File: src/rtl/smart_home_zoned.sv
// smart_home_zoned: multi-zone hysteretic HVAC controller with a global mode,
// per-zone minimum-dwell anti-short-cycle timers, and an edge-detected
// lighting colour sequencer. All state is synchronous to clk.
module smart_home_zoned #(
  parameter int ZONES     = 4,
  parameter int TEMP_W    = 5,
  parameter int HEAT_ON   = 18,
  parameter int TARGET    = 20,
  parameter int COOL_ON   = 22,
  parameter int MIN_DWELL = 4
) (
  input  logic                         clk,
  input  logic                         rst,
  input  logic [ZONES*TEMP_W-1:0]      temperature,
  input  logic [1:0]                   mode,
  input  logic                         button,
  output logic [ZONES-1:0]             heating,
  output logic [ZONES-1:0]             cooling,
  output logic [2:0]                   colour,
  output logic [$clog2(ZONES+1)-1:0]   active_zones
);

  localparam int CNT_W = $clog2(MIN_DWELL + 1);
  localparam int AZ_W  = $clog2(ZONES + 1);

  // Thresholds at full temperature width so every compare is unsigned.
  localparam logic [TEMP_W-1:0] HEAT_T   = TEMP_W'(HEAT_ON);
  localparam logic [TEMP_W-1:0] TARGET_T = TEMP_W'(TARGET);
  localparam logic [TEMP_W-1:0] COOL_T   = TEMP_W'(COOL_ON);
  localparam logic [CNT_W-1:0]  DWELL_LD = CNT_W'(MIN_DWELL - 1);
  localparam logic [CNT_W-1:0]  CNT_ONE  = CNT_W'(1);

  typedef enum logic [1:0] {
    ST_IDLE = 2'd0,
    ST_HEAT = 2'd1,
    ST_COOL = 2'd2
  } state_e;

  state_e           state_q [ZONES];
  state_e           state_d [ZONES];
  logic [CNT_W-1:0] cnt_q   [ZONES];
  logic [CNT_W-1:0] cnt_d   [ZONES];
  logic [AZ_W-1:0]  active_q;
  logic [AZ_W-1:0]  active_d;
  logic [2:0]       colour_q;
  logic [2:0]       colour_d;
  logic             button_q;
  logic             button_d;

  logic             heat_ok_s;
  logic             cool_ok_s;
  logic             press_s;

  // Global mode decode: which active states the current mode permits.
  always_comb begin
    heat_ok_s = (mode == 2'b01) || (mode == 2'b10);
    cool_ok_s = (mode == 2'b01) || (mode == 2'b11);
  end

  // Per-zone next state and dwell counter; forced exits ignore the dwell timer.
  always_comb begin
    for (int i = 0; i < ZONES; i++) begin
      logic [TEMP_W-1:0] t;
      t          = temperature[i*TEMP_W +: TEMP_W];
      state_d[i] = state_q[i];
      if (cnt_q[i] != {CNT_W{1'b0}}) begin
        cnt_d[i] = cnt_q[i] - CNT_ONE;
      end else begin
        cnt_d[i] = {CNT_W{1'b0}};
      end
      case (state_q[i])
        ST_IDLE: begin
          if (cnt_q[i] == {CNT_W{1'b0}}) begin
            if ((t <= HEAT_T) && heat_ok_s) begin
              state_d[i] = ST_HEAT;
            end else if ((t >= COOL_T) && cool_ok_s) begin
              state_d[i] = ST_COOL;
            end else begin
              state_d[i] = ST_IDLE;
            end
          end else begin
            state_d[i] = ST_IDLE;
          end
        end
        ST_HEAT: begin
          if (!heat_ok_s) begin
            state_d[i] = ST_IDLE;
          end else if ((cnt_q[i] == {CNT_W{1'b0}}) && (t >= TARGET_T)) begin
            state_d[i] = ST_IDLE;
          end else begin
            state_d[i] = ST_HEAT;
          end
        end
        ST_COOL: begin
          if (!cool_ok_s) begin
            state_d[i] = ST_IDLE;
          end else if ((cnt_q[i] == {CNT_W{1'b0}}) && (t <= TARGET_T)) begin
            state_d[i] = ST_IDLE;
          end else begin
            state_d[i] = ST_COOL;
          end
        end
        default: begin
          state_d[i] = ST_IDLE;
        end
      endcase
      // Any state entry restarts the minimum-occupancy window.
      if (state_d[i] != state_q[i]) begin
        cnt_d[i] = DWELL_LD;
      end else begin
        cnt_d[i] = cnt_d[i];
      end
    end
  end

  // Actuator outputs decode straight from the registered zone states.
  always_comb begin
    for (int i = 0; i < ZONES; i++) begin
      heating[i] = (state_q[i] == ST_HEAT);
      cooling[i] = (state_q[i] == ST_COOL);
    end
  end

  // Popcount of currently active zones, registered so it lags state by one edge.
  always_comb begin
    active_d = {AZ_W{1'b0}};
    for (int i = 0; i < ZONES; i++) begin
      active_d = active_d + AZ_W'(heating[i] | cooling[i]);
    end
  end

  // Lighting sequencer: advance once per rising edge of the button level.
  always_comb begin
    button_d = button;
    press_s  = button && !button_q;
    if (press_s) begin
      if ((colour_q == 3'd0) || (colour_q == 3'd6) || (colour_q == 3'd7)) begin
        colour_d = 3'd1;
      end else begin
        colour_d = colour_q + 3'd1;
      end
    end else begin
      colour_d = colour_q;
    end
  end

  // State registers; reset wins over any pending transition or press.
  always_ff @(posedge clk) begin
    if (rst) begin
      for (int i = 0; i < ZONES; i++) begin
        state_q[i] <= ST_IDLE;
        cnt_q[i]   <= {CNT_W{1'b0}};
      end
      active_q <= {AZ_W{1'b0}};
      colour_q <= 3'd0;
      button_q <= 1'b0;
    end else begin
      for (int i = 0; i < ZONES; i++) begin
        state_q[i] <= state_d[i];
        cnt_q[i]   <= cnt_d[i];
      end
      active_q <= active_d;
      colour_q <= colour_d;
      button_q <= button_d;
    end
  end

  assign colour       = colour_q;
  assign active_zones = active_q;

endmodule

File: config.mk
export PLATFORM = sky130hd
export DESIGN_NAME = smart_home_zoned
export DESIGN_NICKNAME = d
export VERILOG_FILES = /design/src/rtl/smart_home_zoned.sv
export SDC_FILE = /design/constraint.sdc
export NUM_CORES = 1
export LEC_CHECK = 0
export ABC_AREA = 0
export CAP_MARGIN = 40
export CORE_MARGIN = 2
export CORE_UTILIZATION = 40
export CTS_BUF_LIST = sky130_fd_sc_hd__clkbuf_8 sky130_fd_sc_hd__clkbuf_16
export DETAILED_ROUTE_END_ITERATION = 8
export PLACE_DENSITY = 0.66
export SYNTH_ARGS = -nofsm -noshare
export SYNTH_HDL_FRONTEND = slang
export SYNTH_SLANG_ARGS = --single-unit
export TNS_END_PERCENT = 30
File: constraint.sdc
create_clock -name clk -period 3.5 [get_ports clk]
set_input_delay 0.7 -clock clk [delete_from_list [all_inputs] [get_ports clk]]
set_output_delay 0.7 -clock clk [all_outputs]
set_load 0.01 [all_outputs]
Word level (Yosys, flattened, before mapping) --
Memory sizes are Yosys's and may differ from the RTL's. Index checks and enable logic that the tools add are counted.
Word-level totals: register bits after elaboration 7, bits in writable memories 20, input port bits 25, output and inout port bits 14, logic and storage cells 145, memories kept 2
Memories:
- cnt_q | depth 4, width 3, rd ports 4, clocked after Yosys merged registers in 0, wr ports 4, RTL line 41 | logic [CNT_W-1:0] cnt_q [ZONES];
- state_q | depth 4, width 2, rd ports 4, clocked after Yosys merged registers in 0, wr ports 4, RTL line 39 | state_e state_q [ZONES];
Cells by class: add/sub/neg operators 8, $lt $le $gt $ge 16, eq/ne operators 17, multiplexer cells 52, bitwise gates (word level) 12, reductions and logical operators 35
Operator list (number):
- 2-bit two-way mux | 24
- 5-bit >= comparator (second input constant) | 8
- 5-bit less-or-equal comparator (second input constant) | 8
- 3-bit two-way mux | 13
- 2-bit case mux with 3 select lines | 4
- 1-bit logical AND | 17
- 3-bit logical NOT | 5
- 2-bit == test (second input constant) | 6
- 1-bit OR | 12
- 3-bit nonzero test | 4
- 3-bit by 1-bit subtractor with 3-bit output (second input constant) | 4
- 1-bit two-way mux | 11
- 2-bit by 1-bit == test with 1-bit output (second input constant) | 5
- 2-bit logical NOT | 4
- 2-bit != test | 4
- 3-bit == test (second input constant) | 2
- 1-bit logical OR | 4
- 2-bit by 1-bit adder with 3-bit output | 1
- 3-bit by 1-bit adder with 3-bit output | 1
- 3-bit by 1-bit adder with 3-bit output (second input constant) | 1
- 1-bit by 1-bit adder with 2-bit output | 1
- 1-bit logical NOT | 1

Logic depth before layout (Yosys ltp) --
Gate-level depths: netlist (run 1).
word-level depth 10, gate-level depth with buffers 8

Worst setup path before layout (run 1) --
Ideal clock, no wire load.
path kind input-to-reg, start input port mode[1], end memory cnt_q[0][1] (netlist bit), library setup time 0.133 ns, arrival 1.982 ns, required time 3.367 ns, setup slack 1.385 ns, stages 7, cell sequence inv_1 ha_1 clkbuf_1 a2111o_1 and3_4 a2111oi_1 a31oi_1
RTL lines:
- from (decl) | RTL line 15 | input logic [1:0] mode,
- to (decl) | RTL line 41

==> out/results.tsv, run 1 <==
metric	value	unit
Worst Setup End Kind	flop	
CTS tree	done	
Seq cells post-synth	27	
port buffer count	38	
total track usage	15.6	%
antenna violations before repair	0	
slowest cell on the critical path	clkdlybuf4s50_1	
Worst slew margin	41.6	%
Worst path max stage delay	0.48	ns
switching fraction of total power	33.8	%
Root Driver	clkbuf_8	
number of filler cells placed in the layout	416	
Hold Path Depth	1	
routed wire length	3.48	mm
Initial DRC Count	133	
R2R Path End	cnt_q[0][1]$_SDFF_PP0_	
Synth Flop Type	dfxtp_1	
hold_buf cts	0	
Worst-path clk slew	0.10	ns
setup violators final	0	
Crit path arrival time	2.55	ns
combinational power share	38.2	%
Placeable Area	0.00429	mm2
Fmax	418	MHz
clk buf depth	2	
P_int	0.622	mW
CTS Buf Count	3	
Rows	24	
Setup WS post-layout	1.11	ns
synthesized area	0.00175	mm2
H-tree depth	1	
worst min path class	reg2reg	
RSZ-0062 raised after global routing	false	
fin area	0.00224	mm2
Psw	0.317	mW
sequential share of power	42.7	%
Pleak	0.869	nW
Synth Instances	193	
CTS resizes	0	
global placement routability congestion	0.768	
worst reg2reg path depth	7	
pwr/cell area	419	mW/mm2
Worst R2R Setup Slack	1.33	ns
NumNets Final	284	
Final Critical Period	2.39	ns
Sink Count	27	
global route total overflow	0	
Skew-Pair Late Insertion Delay	0.27	ns
vias in the first global route	1451	
number of I/O pins	39	
worst-path cell chain	clkdlybuf4s50_1, inv_1, ha_1, nor3b_1, o21ai_0, and3_4, a2111oi_1, a31oi_1	
Fin Setup TNS	0	ns
outcome	complete, no violations	
Post-synth EDFFs	0	
Setup Crit Path Kind	in2reg	
layout cells sized above 1	3.86	%
Pwr Total	0.939	mW
Hold Startpoint	colour[0]$_SDFFE_PP0P_	
post-synthesis sequential area ratio	30.9	%
non-filler instance count after layout	285	
DR WL/cell	12.2	um
largest net degree at the start of global routing	17	
MaxCap Viol Count	0	
Place WS	0.811	ns
CP Max Fanout	9	
HPWL after DPL	2.76	mm
maximum vdd drop	0.200	mV
Post-DP Area	0.00219	mm2
initial core utilization	40.7	%
hold endpoint	colour[0]$_SDFFE_PP0P_	
Cells after DPL	281	
antenna diode count	0	
area growth from synthesis to layout	28.3	%
Final ANT Viol Nets	0	
Die ar.	0.00491	mm2
reg2reg start	state_q[0][1]$_SDFF_PP0_	
Fin. Hold Viols	0	
Final Max Slew Viols	0	
required time worst endpoint	3.66	ns
Via density	5.30	
Pre-antenna DRT Iters	4	
Worst setup SP type	input port	
post-CTS setup buffer count	0	
Die W	70.1	um
skew final	0.00470	ns
synth warn	0	
Die Y	70.1	um
via count	1511	
Tcrit/Tclk final	68.3	%
clock power share	19.1	%
first-pass GRT wire length	6.33	mm
Remaining DRCs	0	
asr flop ratio synth	0	%
library cells used by synthesis	42	
Synth Net Count	243	
Syn Area/Cell	9.06	um2
Worst-Margin Slew	0.853	ns
-- logic make-up after synthesis --
logic type | after synthesis | share of synthesized area, %
buffers and inverters | 18 | 4.29
and+or+nand+nor | 58 | 19.1
xor gates and xnor gates | 6 | 3.44
DFF | 27 | 30.9
adders and majority gates | 25 | 18.3
AOI/OAI and AO/OA | 59 | 23.9
-- area by class of cell --
type | instances | area, um2 | share of cell area (%)
Multi-Input combinational cell | 148 | 1130 | 50.5
Sequential cell | 27 | 541 | 24.1
Timing Repair Buffer | 40 | 403 | 18.0
Tap cell | 52 | 65.1 | 2.90
Inverter | 14 | 52.6 | 2.34
Clock buffer | 3 | 41.3 | 1.84
Clock inverter | 1 | 7.51 | 0.335
-- registers in the layout, indices dropped and copies added, names as in the netlist --
name / count
cnt_q: 12
state_q: 8
active_zones: 3
colour: 3
button_q: 1
-- power by group through the flow --
stage                     sequential [mW]  combinational, mW  clock (mW)
after floorplan                     0.402              0.240           0
after global placement              0.408              0.360           0
after detailed placement            0.407              0.360           0
after CTS                           0.401              0.362       0.187
after global routing                0.410              0.409       0.201
final                               0.401              0.359       0.180
-- cell usage after synthesis, types with 2 or more instances --
| master | instances | area share (%) |
|---|---|---|
| a22oi_1 | 2 | 0.86 |
| nor3b_1 | 6 | 2.6 |
| a21oi_1 | 6 | 1.7 |
| o21bai_1 | 3 | 1.3 |
| nor2_1 | 17 | 3.7 |
| or4b_1 | 2 | 1.1 |
| o41ai_1 | 2 | 1.0 |
| a211o_1 | 2 | 1.0 |
| ha_1 | 24 | 17 |
| or3_1 | 2 | 0.72 |
| inv_1 | 14 | 3.0 |
| nand2b_1 | 2 | 0.72 |
| o211ai_1 | 2 | 0.86 |
| nand3_1 | 2 | 0.57 |
| xnor2_1 | 5 | 2.5 |
| a31oi_1 | 5 | 1.8 |
| and3_1 | 3 | 1.1 |
| a21o_1 | 2 | 0.86 |
| a41oi_1 | 4 | 2.0 |
| and2_1 | 2 | 0.72 |
| nor2b_1 | 6 | 2.1 |
| a211oi_1 | 7 | 3.0 |
| clkbuf_1 | 3 | 0.64 |
| nand2_1 | 7 | 1.5 |
| nor4b_1 | 2 | 1.0 |
| dfxtp_1 | 27 | 31 |
| o21a_1 | 6 | 2.6 |
| nor4_1 | 2 | 0.72 |
| a2111oi_0 | 3 | 1.5 |
| o21ai_0 | 11 | 3.1 |
-- per-layer routing --
metal  routed length (um)  global-route usage (%)  up-vias
met2                 1510                    24.8       28
met4                   57                    5.77        0
met3                  138                    2.74        4
met5                    0                       0        -
li1                     -                       -      797
met1                 1770                    21.3      682
-- how the worst max path moves through the flow --
stage,slack [ns],from,to,cells past startpoint
after detailed placement,0.81,mode[1],cnt_q[0][1]$_SDFF_PP0_,8
after floorplan,1.39,mode[1],cnt_q[0][1]$_SDFF_PP0_,7
after global placement,0.82,mode[1],cnt_q[0][1]$_SDFF_PP0_,8
final,1.11,mode[1],cnt_q[0][1]$_SDFF_PP0_,8
after global routing,0.86,mode[1],cnt_q[0][1]$_SDFF_PP0_,8
after CTS,1.12,mode[1],cnt_q[0][1]$_SDFF_PP0_,8
-- cells in the final DEF (no fill, tap or decap), drive strengths merged, types with 2 or more instances in the layout --
cell / synthesis / layout
dfxtp: 27 / 27
nor3b: 6 / 6
clkbuf: 3 / 3
nor2: 17 / 17
clkdlybuf4s50: 0 / 38
a211oi: 7 / 7
and3: 4 / 4
nor4b: 2 / 2
nand2b: 2 / 2
buf: 1 / 2
inv: 14 / 14
o21a: 6 / 6
o21ai: 11 / 11
ha: 24 / 24
a2111oi: 4 / 4
and2: 2 / 2
a22oi: 2 / 2
nand3: 2 / 2
o41ai: 2 / 2
a31oi: 5 / 5
o21bai: 3 / 3
nor4: 2 / 2
a41oi: 4 / 4
xnor2: 6 / 6
a21o: 2 / 2
a21oi: 6 / 6
or3: 3 / 3
nand2: 7 / 7
nor2b: 6 / 6
a211o: 2 / 2
o211ai: 2 / 2
or4b: 2 / 2
-- stage by stage --
stage | hold slack, ns | utilization [%]
CTS | 0.527 | 52.2
floorplan | 0.516 | -
global placement | 0.504 | 50.7
global route | 0.558 | 52.2
finish | 0.518 | 52.2
detailed placement | 0.508 | 51.1
-- worst max-delay path, delay by kind of cell --
family,cells,cell delay [ns]
simple gates,2,0.41
buf+inv,2,0.52
compound gates,3,0.53
fa+ha+maj,1,0.39
(Power assumes the default switching activity.)
==> run 2, diff against run 1 <==
PLACE_DENSITY = 0.68   (was 0.66)
clock period = 2.1 ns   (was 3.5 ns; I/O delays follow)
==> run 2 against run 1 <==
Clock-buffer cell count stayed put. Final cell count grew 6.0%. Sequential share of layout area shrank 1.6 points. Critical path type is now reg2reg. Die area stayed put. Combinational power is 91% higher. Clock power grew 68%. Worst hold slack got worse by 0.0082 ns. Critical endpoint is now cnt_q[0][2]$_SDFF_PP0_. Total power increased by 76%.
==> out/results.tsv, run 2 (same netlist as run 1, synthesis figures left out) <==
metric	value	unit
outcome	complete, no violations	
total track usage	15.7	%
Worst Setup End Kind	flop	
Sink Count	27	
global route total overflow	0	
Worst slew margin	73.1	%
commonest non-fill, non-tap cells in the layout	clkdlybuf4s50_1, dfxtp_1, ha_1	
initial core utilization	40.7	%
Die ar.	0.00491	mm2
Fin. Hold Viols	0	
required time worst endpoint	2.28	ns
Final Critical Period	2.00	ns
MaxCap Viol Count	0	
layout cells sized above 1	12.4	%
vias in the first global route	1487	
via count	1620	
Fmax	499	MHz
Placeable Area	0.00429	mm2
DR top layer	met4	
Root Driver	clkbuf_8	
Rows	24	
wire length on met2	1.73	mm
Tcrit/Tclk final	95.3	%
maximum vdd drop	0.436	mV
Die Y	70.1	um
met1 WL	1.79	mm
Setup Crit Path Kind	reg2reg	
Final ANT Viol Nets	0	
CP Max Fanout	2	
Die W	70.1	um
HPWL after DPL	2.85	mm
Remaining DRCs	0	
Top Registers	cnt_q: 12 flops, state_q: 8 flops	
Skew-Pair Late Insertion Delay	0.28	ns
Worst-path clk slew	0.09	ns
NumNets Final	301	
commonest non-fill, non-tap cell in the layout	clkdlybuf4s50_1	
largest net degree at the start of global routing	28	
met3 wire len	148	um
H-tree depth	1	
setup violators final	0	
CTS Buf Count	3	
hold_buf cts	0	
Final Max Slew Viols	0	
first-pass GRT wire length	6.32	mm
skew final	0.00128	ns
antenna diode count	0	
number of I/O pins	39	
Pleak	0.957	nW
Pre-antenna DRT Iters	4	
DR WL/cell	12.3	um
area growth from synthesis to layout	37.3	%
port buffer count	38	
pwr/cell area	689	mW/mm2
worst min path class	reg2reg	
antenna violations before repair	0	
Via density	5.36	
Biggest register	cnt_q	
Crit path arrival time	2.18	ns
post-CTS setup buffer count	0	
max reg flops	12	
global placement routability congestion	0.753	
Fin Setup TNS	0	ns
Worst-Margin Slew	0.393	ns
Hold Worst Slack	0.510	ns
clk buf depth	2	
Initial DRC Count	58	
Worst setup SP type	flop	
CTS tree	done	
routed wire length	3.71	mm
## run 2: cell types whose count changed in the layout (fill, tap and decap cells not counted), sizes merged
cell      change
buf          +17
clkinv        +1
clkinvlp      -1
## run 2: worst paths after layout
kind                                  from                      to  slack [ns]  cells after the start
hold / removal      colour[0]$_SDFFE_PP0P_  colour[0]$_SDFFE_PP0P_        0.51                      1
setup / recovery  state_q[0][1]$_SDFF_PP0_  cnt_q[0][2]$_SDFF_PP0_         0.1                      7
setup reg to reg  state_q[0][1]$_SDFF_PP0_  cnt_q[0][2]$_SDFF_PP0_         0.1                      7
hold reg to reg     colour[0]$_SDFFE_PP0P_  colour[0]$_SDFFE_PP0P_        0.51                      1
## run 2: routing by layer
| metal | track usage [%] | vias to the layer above |
|---|---|---|
| met3 | 3.75 | 8 |
| met2 | 26.0 | 34 |
| met4 | 3.85 | 0 |
| li1 | - | 828 |
| met1 | 20.5 | 750 |
| met5 | 0 | - |
## run 2: worst max-delay path, cell delays in order, from the launching register on
cell	delay, ns
dfxtp_1	0.32
inv_1	0.07
ha_2	0.18
or4b_4	0.46
a2111o_1	0.34
a21oi_2	0.24
nor2_1	0.11
and4_1	0.19
## run 2: per-stage QoR
step | area (um2) | total power [mW] | util [%] | worst slack, ns | cells
after floorplan | 1750 | 1.07 | - | 0.0374 | 193
after global placement | 2310 | 1.32 | 53.9 | -0.165 | 298
after detailed placement | 2310 | 1.32 | 53.9 | -0.224 | 298
after CTS | 2360 | 1.64 | 55.1 | -0.0108 | 302
after global routing | 2400 | 1.79 | 55.9 | -0.0133 | 302
final | 2400 | 1.65 | 55.9 | 0.0977 | 302
## run 2: where the power goes
| group | switching, mW | total [mW] | internal, mW | leakage, nW |
|---|---|---|---|---|
| registers | 0.0730 | 0.664 | 0.591 | 0.221 |
| logic | 0.316 | 0.685 | 0.369 | 0.711 |
| clock network | 0.170 | 0.303 | 0.133 | 0.0255 |
| total | 0.559 | 1.65 | 1.09 | 0.957 |
## run 2: cell type report
| class | count | area [um2] |
|---|---|---|
| Multi-Input combinational cell | 148 | 1170 |
| Fill cell | 409 | 1890 |
| Inverter | 14 | 52.6 |
| Sequential cell | 27 | 541 |
| Clock inverter | 1 | 5.00 |
| Clock buffer | 3 | 41.3 |
| Tap cell | 52 | 65.1 |
| Timing Repair Buffer | 57 | 523 |
## run 2: repair_timing
| item | 4_1_cts | 5_1_grt |
|---|---|---|
| pin swaps | 0 | 3 |
| endpoints found under the setup margin | 1 | 3 |
| resized for setup | 1 | 5 |
